**src/rtl/id_ex_fwd_stage_pkg.sv**
```systemverilog
`default_nettype none
// ============================================================================
// Module      : id_ex_fwd_stage_pkg
// Description : Shared widths and EX operand-mux select encoding for the
//               ID/EX stage.
// Revision    : 1.0 - initial release
// ============================================================================
package id_ex_fwd_stage_pkg;

  localparam int XLEN_DEF = 32;
  localparam int RA_W_DEF = 5;

  // EX operand mux select encoding
  localparam logic [1:0] FWD_REG   = 2'b00;
  localparam logic [1:0] FWD_EXMEM = 2'b01;
  localparam logic [1:0] FWD_MEMWB = 2'b10;
  localparam logic [1:0] FWD_ALT   = 2'b11;

endpackage : id_ex_fwd_stage_pkg
`default_nettype wire

```
**src/rtl/id_ex_fwd_stage_if.sv**
```systemverilog
`default_nettype none
// ============================================================================
// Module      : id_ex_fwd_stage_if
// Description : ID-side, MEM/WB-side and EX-side signal bundle of the ID/EX
//               stage. The stage uses the slave view.
// Revision    : 1.0 - initial release
// ============================================================================
interface id_ex_fwd_stage_if
  import id_ex_fwd_stage_pkg::*;
#(
  parameter int XLEN = XLEN_DEF,
  parameter int RA_W = RA_W_DEF
);

  logic            stall_in;
  logic            flush;
  logic            id_valid;
  logic [XLEN-1:0] id_pc;
  logic [XLEN-1:0] id_imm;
  logic [RA_W-1:0] id_rs1;
  logic [RA_W-1:0] id_rs2;
  logic            id_use_rs1;
  logic            id_use_rs2;
  logic [XLEN-1:0] id_rs1_data;
  logic [XLEN-1:0] id_rs2_data;
  logic [RA_W-1:0] id_rd;
  logic            id_reg_write;
  logic            id_mem_read;
  logic            id_a_pc;
  logic            id_b_imm;
  logic [RA_W-1:0] mem_rd;
  logic            mem_reg_write;
  logic [RA_W-1:0] wb_rd;
  logic            wb_reg_write;
  logic [XLEN-1:0] wb_data;

  logic            id_stall;
  logic            ex_valid;
  logic [XLEN-1:0] ex_pc;
  logic [XLEN-1:0] ex_imm;
  logic [XLEN-1:0] ex_rs1_data;
  logic [XLEN-1:0] ex_rs2_data;
  logic [RA_W-1:0] ex_rd;
  logic            ex_reg_write;
  logic            ex_mem_read;
  logic [1:0]      ex_sel_a;
  logic [1:0]      ex_sel_b;
  logic [1:0]      ex_sel_st;

  modport master (
    output stall_in, flush, id_valid, id_pc, id_imm, id_rs1, id_rs2,
           id_use_rs1, id_use_rs2, id_rs1_data, id_rs2_data, id_rd,
           id_reg_write, id_mem_read, id_a_pc, id_b_imm,
           mem_rd, mem_reg_write, wb_rd, wb_reg_write, wb_data,
    input  id_stall, ex_valid, ex_pc, ex_imm, ex_rs1_data, ex_rs2_data,
           ex_rd, ex_reg_write, ex_mem_read, ex_sel_a, ex_sel_b, ex_sel_st
  );

  modport slave (
    input  stall_in, flush, id_valid, id_pc, id_imm, id_rs1, id_rs2,
           id_use_rs1, id_use_rs2, id_rs1_data, id_rs2_data, id_rd,
           id_reg_write, id_mem_read, id_a_pc, id_b_imm,
           mem_rd, mem_reg_write, wb_rd, wb_reg_write, wb_data,
    output id_stall, ex_valid, ex_pc, ex_imm, ex_rs1_data, ex_rs2_data,
           ex_rd, ex_reg_write, ex_mem_read, ex_sel_a, ex_sel_b, ex_sel_st
  );

endinterface : id_ex_fwd_stage_if
`default_nettype wire

```
**src/rtl/id_ex_fwd_stage_fwd_sel_gen.sv**
```systemverilog
`default_nettype none
// ============================================================================
// Module      : fwd_sel_gen
// Description : Combinational forwarding select and same-cycle WB bypass for
//               one source operand.
// Revision    : 1.0 - initial release
// ============================================================================
module fwd_sel_gen
  import id_ex_fwd_stage_pkg::*;
#(
  parameter int XLEN = XLEN_DEF,
  parameter int RA_W = RA_W_DEF
) (
  input  logic            use_src,
  input  logic [RA_W-1:0] src,
  input  logic [XLEN-1:0] rf_data,
  input  logic            ex_wr,
  input  logic            ex_load,
  input  logic [RA_W-1:0] ex_rd,
  input  logic            mem_wr,
  input  logic [RA_W-1:0] mem_rd,
  input  logic            wb_wr,
  input  logic [RA_W-1:0] wb_rd,
  input  logic [XLEN-1:0] wb_data,
  output logic            ex_hit,
  output logic [1:0]      sel,
  output logic [XLEN-1:0] data
);

  logic live;
  logic mem_hit;
  logic wb_hit;

  // x0 never matches: it is hardwired to zero in the regfile
  assign live    = use_src & (src != '0);
  assign ex_hit  = live & ex_wr  & (src == ex_rd);
  assign mem_hit = live & mem_wr & (src == mem_rd);
  assign wb_hit  = live & wb_wr  & (src == wb_rd);

  // A load hit in EX never reaches capture; the stage bubbles instead
  always_comb begin
    sel  = FWD_REG;
    data = rf_data;
    if (ex_hit && !ex_load) begin
      sel = FWD_EXMEM;
    end else if (mem_hit) begin
      sel = FWD_MEMWB;
    end else if (wb_hit) begin
      data = wb_data;
    end
  end

endmodule : fwd_sel_gen
`default_nettype wire

```
**src/rtl/id_ex_fwd_stage.sv**
```systemverilog
`default_nettype none
// ============================================================================
// Module      : id_ex_fwd_stage
// Description : ID/EX pipeline register with load-use bubble insertion and
//               registered EX operand forwarding selects.
// Revision    : 1.0 - initial release
// ============================================================================
module id_ex_fwd_stage
  import id_ex_fwd_stage_pkg::*;
#(
  parameter int XLEN = XLEN_DEF,
  parameter int RA_W = RA_W_DEF
) (
  input  logic              clk,
  input  logic              rst,
  id_ex_fwd_stage_if.slave  bus
);

  logic            valid_q;
  logic            reg_write_q;
  logic            mem_read_q;
  logic [XLEN-1:0] pc_q;
  logic [XLEN-1:0] imm_q;
  logic [XLEN-1:0] rs1_data_q;
  logic [XLEN-1:0] rs2_data_q;
  logic [RA_W-1:0] rd_q;
  logic [1:0]      sel_a_q;
  logic [1:0]      sel_b_q;
  logic [1:0]      sel_st_q;

  logic            ex_wr;
  logic            rs1_ex_hit;
  logic            rs2_ex_hit;
  logic [1:0]      rs1_sel;
  logic [1:0]      rs2_sel;
  logic [XLEN-1:0] rs1_fwd_data;
  logic [XLEN-1:0] rs2_fwd_data;
  logic            load_use;
  logic            bubble;

  assign ex_wr = valid_q & reg_write_q;

  fwd_sel_gen #(
    .XLEN (XLEN),
    .RA_W (RA_W)
  ) u_rs1_sel (
    .use_src (bus.id_use_rs1),
    .src     (bus.id_rs1),
    .rf_data (bus.id_rs1_data),
    .ex_wr   (ex_wr),
    .ex_load (mem_read_q),
    .ex_rd   (rd_q),
    .mem_wr  (bus.mem_reg_write),
    .mem_rd  (bus.mem_rd),
    .wb_wr   (bus.wb_reg_write),
    .wb_rd   (bus.wb_rd),
    .wb_data (bus.wb_data),
    .ex_hit  (rs1_ex_hit),
    .sel     (rs1_sel),
    .data    (rs1_fwd_data)
  );

  fwd_sel_gen #(
    .XLEN (XLEN),
    .RA_W (RA_W)
  ) u_rs2_sel (
    .use_src (bus.id_use_rs2),
    .src     (bus.id_rs2),
    .rf_data (bus.id_rs2_data),
    .ex_wr   (ex_wr),
    .ex_load (mem_read_q),
    .ex_rd   (rd_q),
    .mem_wr  (bus.mem_reg_write),
    .mem_rd  (bus.mem_rd),
    .wb_wr   (bus.wb_reg_write),
    .wb_rd   (bus.wb_rd),
    .wb_data (bus.wb_data),
    .ex_hit  (rs2_ex_hit),
    .sel     (rs2_sel),
    .data    (rs2_fwd_data)
  );

  assign load_use     = bus.id_valid & valid_q & mem_read_q & (rs1_ex_hit | rs2_ex_hit);
  assign bubble       = bus.flush | load_use;
  assign bus.id_stall = load_use & ~bus.flush & ~bus.stall_in;

  // Bubbles still latch the ID fields so EX data stays deterministic
  always_ff @(posedge clk or negedge rst) begin
    if (!rst) begin
      valid_q     <= 1'b0;
      reg_write_q <= 1'b0;
      mem_read_q  <= 1'b0;
      pc_q        <= '0;
      imm_q       <= '0;
      rs1_data_q  <= '0;
      rs2_data_q  <= '0;
      rd_q        <= '0;
      sel_a_q     <= FWD_REG;
      sel_b_q     <= FWD_REG;
      sel_st_q    <= FWD_REG;
    end else if (!bus.stall_in) begin
      valid_q     <= bus.id_valid     & ~bubble;
      reg_write_q <= bus.id_reg_write & ~bubble;
      mem_read_q  <= bus.id_mem_read  & ~bubble;
      pc_q        <= bus.id_pc;
      imm_q       <= bus.id_imm;
      rs1_data_q  <= rs1_fwd_data;
      rs2_data_q  <= rs2_fwd_data;
      rd_q        <= bus.id_rd;
      sel_a_q     <= bus.id_a_pc  ? FWD_ALT : rs1_sel;
      sel_b_q     <= bus.id_b_imm ? FWD_ALT : rs2_sel;
      sel_st_q    <= rs2_sel;
    end
  end

  assign bus.ex_valid     = valid_q;
  assign bus.ex_reg_write = reg_write_q;
  assign bus.ex_mem_read  = mem_read_q;
  assign bus.ex_pc        = pc_q;
  assign bus.ex_imm       = imm_q;
  assign bus.ex_rs1_data  = rs1_data_q;
  assign bus.ex_rs2_data  = rs2_data_q;
  assign bus.ex_rd        = rd_q;
  assign bus.ex_sel_a     = sel_a_q;
  assign bus.ex_sel_b     = sel_b_q;
  assign bus.ex_sel_st    = sel_st_q;

endmodule : id_ex_fwd_stage
`default_nettype wire

```
**src/flat_wrapper.sv**
```systemverilog
// flat-port wrapper written by rule: the top's interface ports become plain ports
module id_ex_fwd_stage_flat import id_ex_fwd_stage_pkg::*;
#(
  parameter int XLEN = XLEN_DEF,
  parameter int RA_W = RA_W_DEF
)
  (clk, rst, bus_stall_in, bus_flush, bus_id_valid, bus_id_pc, bus_id_imm, bus_id_rs1, bus_id_rs2, bus_id_use_rs1, bus_id_use_rs2, bus_id_rs1_data, bus_id_rs2_data, bus_id_rd, bus_id_reg_write, bus_id_mem_read, bus_id_a_pc, bus_id_b_imm, bus_mem_rd, bus_mem_reg_write, bus_wb_rd, bus_wb_reg_write, bus_wb_data, bus_id_stall, bus_ex_valid, bus_ex_pc, bus_ex_imm, bus_ex_rs1_data, bus_ex_rs2_data, bus_ex_rd, bus_ex_reg_write, bus_ex_mem_read, bus_ex_sel_a, bus_ex_sel_b, bus_ex_sel_st);
  id_ex_fwd_stage_if #(.XLEN(XLEN), .RA_W(RA_W)) bus_i ();
  input  logic clk;
  input  logic rst;
  input wire logic [$bits(bus_i.stall_in)-1:0] bus_stall_in;
  input wire logic [$bits(bus_i.flush)-1:0] bus_flush;
  input wire logic [$bits(bus_i.id_valid)-1:0] bus_id_valid;
  input wire logic [$bits(bus_i.id_pc)-1:0] bus_id_pc;
  input wire logic [$bits(bus_i.id_imm)-1:0] bus_id_imm;
  input wire logic [$bits(bus_i.id_rs1)-1:0] bus_id_rs1;
  input wire logic [$bits(bus_i.id_rs2)-1:0] bus_id_rs2;
  input wire logic [$bits(bus_i.id_use_rs1)-1:0] bus_id_use_rs1;
  input wire logic [$bits(bus_i.id_use_rs2)-1:0] bus_id_use_rs2;
  input wire logic [$bits(bus_i.id_rs1_data)-1:0] bus_id_rs1_data;
  input wire logic [$bits(bus_i.id_rs2_data)-1:0] bus_id_rs2_data;
  input wire logic [$bits(bus_i.id_rd)-1:0] bus_id_rd;
  input wire logic [$bits(bus_i.id_reg_write)-1:0] bus_id_reg_write;
  input wire logic [$bits(bus_i.id_mem_read)-1:0] bus_id_mem_read;
  input wire logic [$bits(bus_i.id_a_pc)-1:0] bus_id_a_pc;
  input wire logic [$bits(bus_i.id_b_imm)-1:0] bus_id_b_imm;
  input wire logic [$bits(bus_i.mem_rd)-1:0] bus_mem_rd;
  input wire logic [$bits(bus_i.mem_reg_write)-1:0] bus_mem_reg_write;
  input wire logic [$bits(bus_i.wb_rd)-1:0] bus_wb_rd;
  input wire logic [$bits(bus_i.wb_reg_write)-1:0] bus_wb_reg_write;
  input wire logic [$bits(bus_i.wb_data)-1:0] bus_wb_data;
  output wire logic [$bits(bus_i.id_stall)-1:0] bus_id_stall;
  output wire logic [$bits(bus_i.ex_valid)-1:0] bus_ex_valid;
  output wire logic [$bits(bus_i.ex_pc)-1:0] bus_ex_pc;
  output wire logic [$bits(bus_i.ex_imm)-1:0] bus_ex_imm;
  output wire logic [$bits(bus_i.ex_rs1_data)-1:0] bus_ex_rs1_data;
  output wire logic [$bits(bus_i.ex_rs2_data)-1:0] bus_ex_rs2_data;
  output wire logic [$bits(bus_i.ex_rd)-1:0] bus_ex_rd;
  output wire logic [$bits(bus_i.ex_reg_write)-1:0] bus_ex_reg_write;
  output wire logic [$bits(bus_i.ex_mem_read)-1:0] bus_ex_mem_read;
  output wire logic [$bits(bus_i.ex_sel_a)-1:0] bus_ex_sel_a;
  output wire logic [$bits(bus_i.ex_sel_b)-1:0] bus_ex_sel_b;
  output wire logic [$bits(bus_i.ex_sel_st)-1:0] bus_ex_sel_st;
  assign bus_i.stall_in = bus_stall_in;
  assign bus_i.flush = bus_flush;
  assign bus_i.id_valid = bus_id_valid;
  assign bus_i.id_pc = bus_id_pc;
  assign bus_i.id_imm = bus_id_imm;
  assign bus_i.id_rs1 = bus_id_rs1;
  assign bus_i.id_rs2 = bus_id_rs2;
  assign bus_i.id_use_rs1 = bus_id_use_rs1;
  assign bus_i.id_use_rs2 = bus_id_use_rs2;
  assign bus_i.id_rs1_data = bus_id_rs1_data;
  assign bus_i.id_rs2_data = bus_id_rs2_data;
  assign bus_i.id_rd = bus_id_rd;
  assign bus_i.id_reg_write = bus_id_reg_write;
  assign bus_i.id_mem_read = bus_id_mem_read;
  assign bus_i.id_a_pc = bus_id_a_pc;
  assign bus_i.id_b_imm = bus_id_b_imm;
  assign bus_i.mem_rd = bus_mem_rd;
  assign bus_i.mem_reg_write = bus_mem_reg_write;
  assign bus_i.wb_rd = bus_wb_rd;
  assign bus_i.wb_reg_write = bus_wb_reg_write;
  assign bus_i.wb_data = bus_wb_data;
  assign bus_id_stall = bus_i.id_stall;
  assign bus_ex_valid = bus_i.ex_valid;
  assign bus_ex_pc = bus_i.ex_pc;
  assign bus_ex_imm = bus_i.ex_imm;
  assign bus_ex_rs1_data = bus_i.ex_rs1_data;
  assign bus_ex_rs2_data = bus_i.ex_rs2_data;
  assign bus_ex_rd = bus_i.ex_rd;
  assign bus_ex_reg_write = bus_i.ex_reg_write;
  assign bus_ex_mem_read = bus_i.ex_mem_read;
  assign bus_ex_sel_a = bus_i.ex_sel_a;
  assign bus_ex_sel_b = bus_i.ex_sel_b;
  assign bus_ex_sel_st = bus_i.ex_sel_st;
  id_ex_fwd_stage #(.XLEN(XLEN), .RA_W(RA_W)) u_core (.clk(clk), .rst(rst), .bus(bus_i));
endmodule
```
**config.mk**
```make
export PLATFORM = sky130hd
export DESIGN_NAME = id_ex_fwd_stage_flat
export DESIGN_NICKNAME = d
export VERILOG_FILES = /design/src/rtl/id_ex_fwd_stage_pkg.sv /design/src/rtl/id_ex_fwd_stage_if.sv /design/src/rtl/id_ex_fwd_stage_fwd_sel_gen.sv /design/src/rtl/id_ex_fwd_stage.sv /design/src/flat_wrapper.sv
export SDC_FILE = /design/constraint.sdc
export NUM_CORES = 1
export LEC_CHECK = 0
export CAP_MARGIN = 15
export CORE_ASPECT_RATIO = 0.7
export CORE_MARGIN = 2
export CORE_UTILIZATION = 37
export CTS_CLUSTER_SIZE = 16
export DETAILED_ROUTE_END_ITERATION = 7
export PLACE_DENSITY = 0.84
export SETUP_SLACK_MARGIN = 0.1
export SLEW_MARGIN = 20
export SYNTH_ARGS = -nofsm -noshare
export SYNTH_HDL_FRONTEND = slang
export SYNTH_SLANG_ARGS = --single-unit
```
**constraint.sdc**
```tcl
create_clock -name clk -period 1.97 [get_ports clk]
set_input_delay 0.197 -clock clk [delete_from_list [all_inputs] [get_ports clk]]
set_output_delay 0.197 -clock clk [all_outputs]
set_load 0.01 [all_outputs]
```
==> qor.csv <==
stage;metric;value;unit
run_status;status;finished with violations;
run_status;failing checks;negative setup slack;
grt;GRT Util Overall;0.257;
timing;crit share post-route;1.12;
grt;vias in the first global route;6672;
setup_path;Critical Path Start Type;register;
floorplan;Core Box Area;0.0181;mm^2
routing;drt first pass iters;5;
place;post-placement cell area;0.0109;mm^2
yosys;Post-synth EDFFs;0;
power_and_ir_drop;peak supply drop;0.605;mV
clock_tree;H-tree levels;4;
floorplan;Starting Density;0.380;
setup_path;RR Endpoint;u_core.bus.ex_rs1_data[23];
routing;WL final;26100;um
power_and_ir_drop;Cell Pwr Density;731;mW/mm^2
setup_path;Setup crit end kind;register;
cells_and_area;share of layout cells above drive strength 1;0.243;
timing;worst slew pin tran;532;ps
setup_path;Worst EP required;2310;ps
floorplan;Rows;41;
grt;Congestion Overflow GR;0;
grt;largest net degree at the start of global routing;77;
yosys;Synth area leaders;dfrtp_1 52%, mux2_2 11%, a221o_1 7.3%;
clock_tree;clock sinks;142;
grt;first-pass GRT wire length;39200;um
timing;unrepaired setup endpoints after global routing;true;
timing;Final WS setup;-244;ps
yosys;Synth Flop Type;dfrtp_1;
floorplan;die width;167;um
routing;via count;6630;
yosys;Synth top area share;0.517;
floorplan;Die Span Y;118;um
clock_tree;CTS tree;built;
yosys;Synth Cell Area;0.00688;mm^2
timing;final hold vios;0;
cells_and_area;fin util;0.674;
cells_and_area;Final nets;1167;
yosys;Yosys Warn Count;0;
yosys;Cell variety after synth;40;
clock_tree;Num CTS Buffers;17;
hold_path;worst hold path class;input pin to async pin;
grt;initial antenna violation count;1;
yosys;FFs w/ async S/R, synth;1.00;
timing;fin. max-slew vios;0;
setup_path;CP Class;register to register;
setup_path;Reg-to-Reg Start;u_core.bus.ex_rd[3];
timing;Worst slew margin;0.645;
setup_path;crit path max fanout;8;
timing;endpoints failing setup;67;
cells_and_area;Final Cell Area;0.0122;mm^2
timing;Final Critical Period;2210;ps
clock_tree;clk_lat worst skew;420;ps
place;gpl congestion;0.834;
yosys;Synth Instances;590;
cells_and_area;area grow syn2layout;77.4;%
setup_path;Worst EP arrival;2560;ps
flow_run;max-cap violations;0;
clock_tree;clock transition at the registers of the reported paths;70;ps
timing;Setup TNS;-9740;ps
power_and_ir_drop;Pwr Total;0.00892;W
setup_path;reg-to-reg setup timing slack;-240;ps
yosys;#FFs+latches synth;142;
routing;via/cell ratio;5.44;
clock_tree;maximum clock path buffer count;2;
timing;upper clock frequency limit;452;MHz
yosys;Syn Area/Cell;11.7;um^2
power_and_ir_drop;P_leak;5.08;nW
setup_path;R2R depth;8;
yosys;largest area contributor in the netlist;dfrtp_1;
routing;drt drc;0;
yosys;syn nets;788;
routing;wire per inst;21.4;um
clock_tree;clock root buffer;clkbuf_16;
timing;final setup skew;15.5;ps
floorplan;I/O pin count;341;
routing;Detailed Route Iter0 Violations;647;
place;DPL Wire Length;17300;um
floorplan;die area;0.0197;mm^2
yosys;post-synthesis sequential area ratio;0.517;
routing;antenna-violating nets left;0;
place;port bufs;340;
==> critical path, cell delays in order, from the launching register on <==
cell and delay [ps]:
dfrtp_1 420, xnor2_1 150, nand3_1 140, buf_4 160, or4_4 550, buf_6 160, buf_16 150, a311oi_2 250
a221o_1 170
==> layout by cell type, fill, tap and decap left out, types with 5 or more instances in the layout <==
cell             synthesis  layout
nand4_1                 17      17
buf_12                   0      10
dfrtp_1                142     141
bufinv_16                0       5
o21ai_0                  7       5
nor2b_1                 32      32
a311oi_2                 0      37
clkdlybuf4s50_1          0     333
mux2_2                  69      69
buf_4                    4      48
a221o_1                 50      50
inv_1                   64      64
xor2_1                  13      12
o311ai_1                14      12
bufbuf_16                0       5
nand2_1                 28      28
buf_6                    5       5
xnor2_1                 17      16
a311oi_1                50      13
clkbuf_16                0      18
==> worst max path at each step <==
stage	slack, ps	end	start
floorplan	-7	u_core.bus.ex_rs2_data[10]	u_core.bus.ex_rd[0]
CTS	-240	bus_id_stall	u_core.bus.ex_rd[0]
global placement	-520	bus_id_stall	bus_id_rs1[2]
finish	-240	u_core.bus.ex_rs1_data[23]	u_core.bus.ex_rd[3]
detailed placement	-550	bus_id_stall	bus_id_rs1[4]
global route	-320	u_core.bus.ex_rs1_data[23]	u_core.bus.ex_rd[4]
==> registers in the layout, indices dropped and copies added (netlist names) <==
name	count
u_core.bus.ex_sel_st	2
u_core.bus.ex_pc	32
u_core.bus.ex_reg_write	1
u_core.bus.ex_mem_read	1
u_core.bus.ex_sel_b	2
u_core.bus.ex_sel_a	2
u_core.bus.ex_imm	32
u_core.bus.ex_rd	5
u_core.bus.ex_rs2_data	32
u_core.bus.ex_valid	1
u_core.bus.ex_rs1_data	32
==> where the power goes <==
part | leakage, nW | total [W] | switching, W | internal, W
clock network | 0.305 | 0.00355 | 0.00129 | 0.00226
logic | 3.07 | 0.00199 | 0.000765 | 0.00123
registers | 1.70 | 0.00337 | 0.000175 | 0.00320
==> per-layer routing <==
layer,part of all wire,track usage
met1,0.41,0.330
met2,0.46,0.405
met3,0.11,0.0941
met4,0.024,0.0808
met5,0,0
==> cell usage after synthesis (all sizes together), types with 3 or more instances <==
library cell    n
dfrtp         142
mux2           69
inv            64
a221o          50
a311oi         50
clkbuf         33
nor2b          32
nand2          28
buf            21
nand4          17
xnor2          17
o311ai         14
xor2           13
o21ai           9
nor2            5
nor4            4
or4             3
==> kinds of logic (layout without fill, tap and decap cells) <==
family	after synthesis	in the layout	share of synthesized area
muxes	69	69	0.113
DFF	142	142	0.517
buffers and inverters	118	506	0.0742
AOI/OAI and AO/OA	128	128	0.168
xor gates and xnor gates	30	30	0.0382
other	0	1	0
and+or+nand+nor	103	106	0.0900
==> layout make-up <==
cell class                      count  area (um^2)
Sequential cell                   142         3550
Antenna cell                        1         2.50
Tap cell                          236          295
Timing Repair Buffer              411         4270
Fill cell                        1327         5910
Multi-Input combinational cell    333         3200
Clock inverter                     12          209
Inverter                           64          240
Clock buffer                       19          433
==> timing repair <==
item,4_1_cts,5_1_grt
gates resized for setup,32,45
gates cloned,10,1
pin swaps,8,8
endpoints found under the setup margin,67,70
hold buffers,1,0
buffers inserted,4,5
hold endpoints to repair,52,0
==> through the flow <==
stage,hold slack [ps],worst slack (ps),instances
after floorplan,-98.6,-6.73,590
after global placement,191,-523,1167
after detailed placement,194,-548,1167
after CTS,274,-237,1212
after global routing,340,-322,1218
final,307,-244,1218
Note: power is estimated with default switching activity, not from simulation.
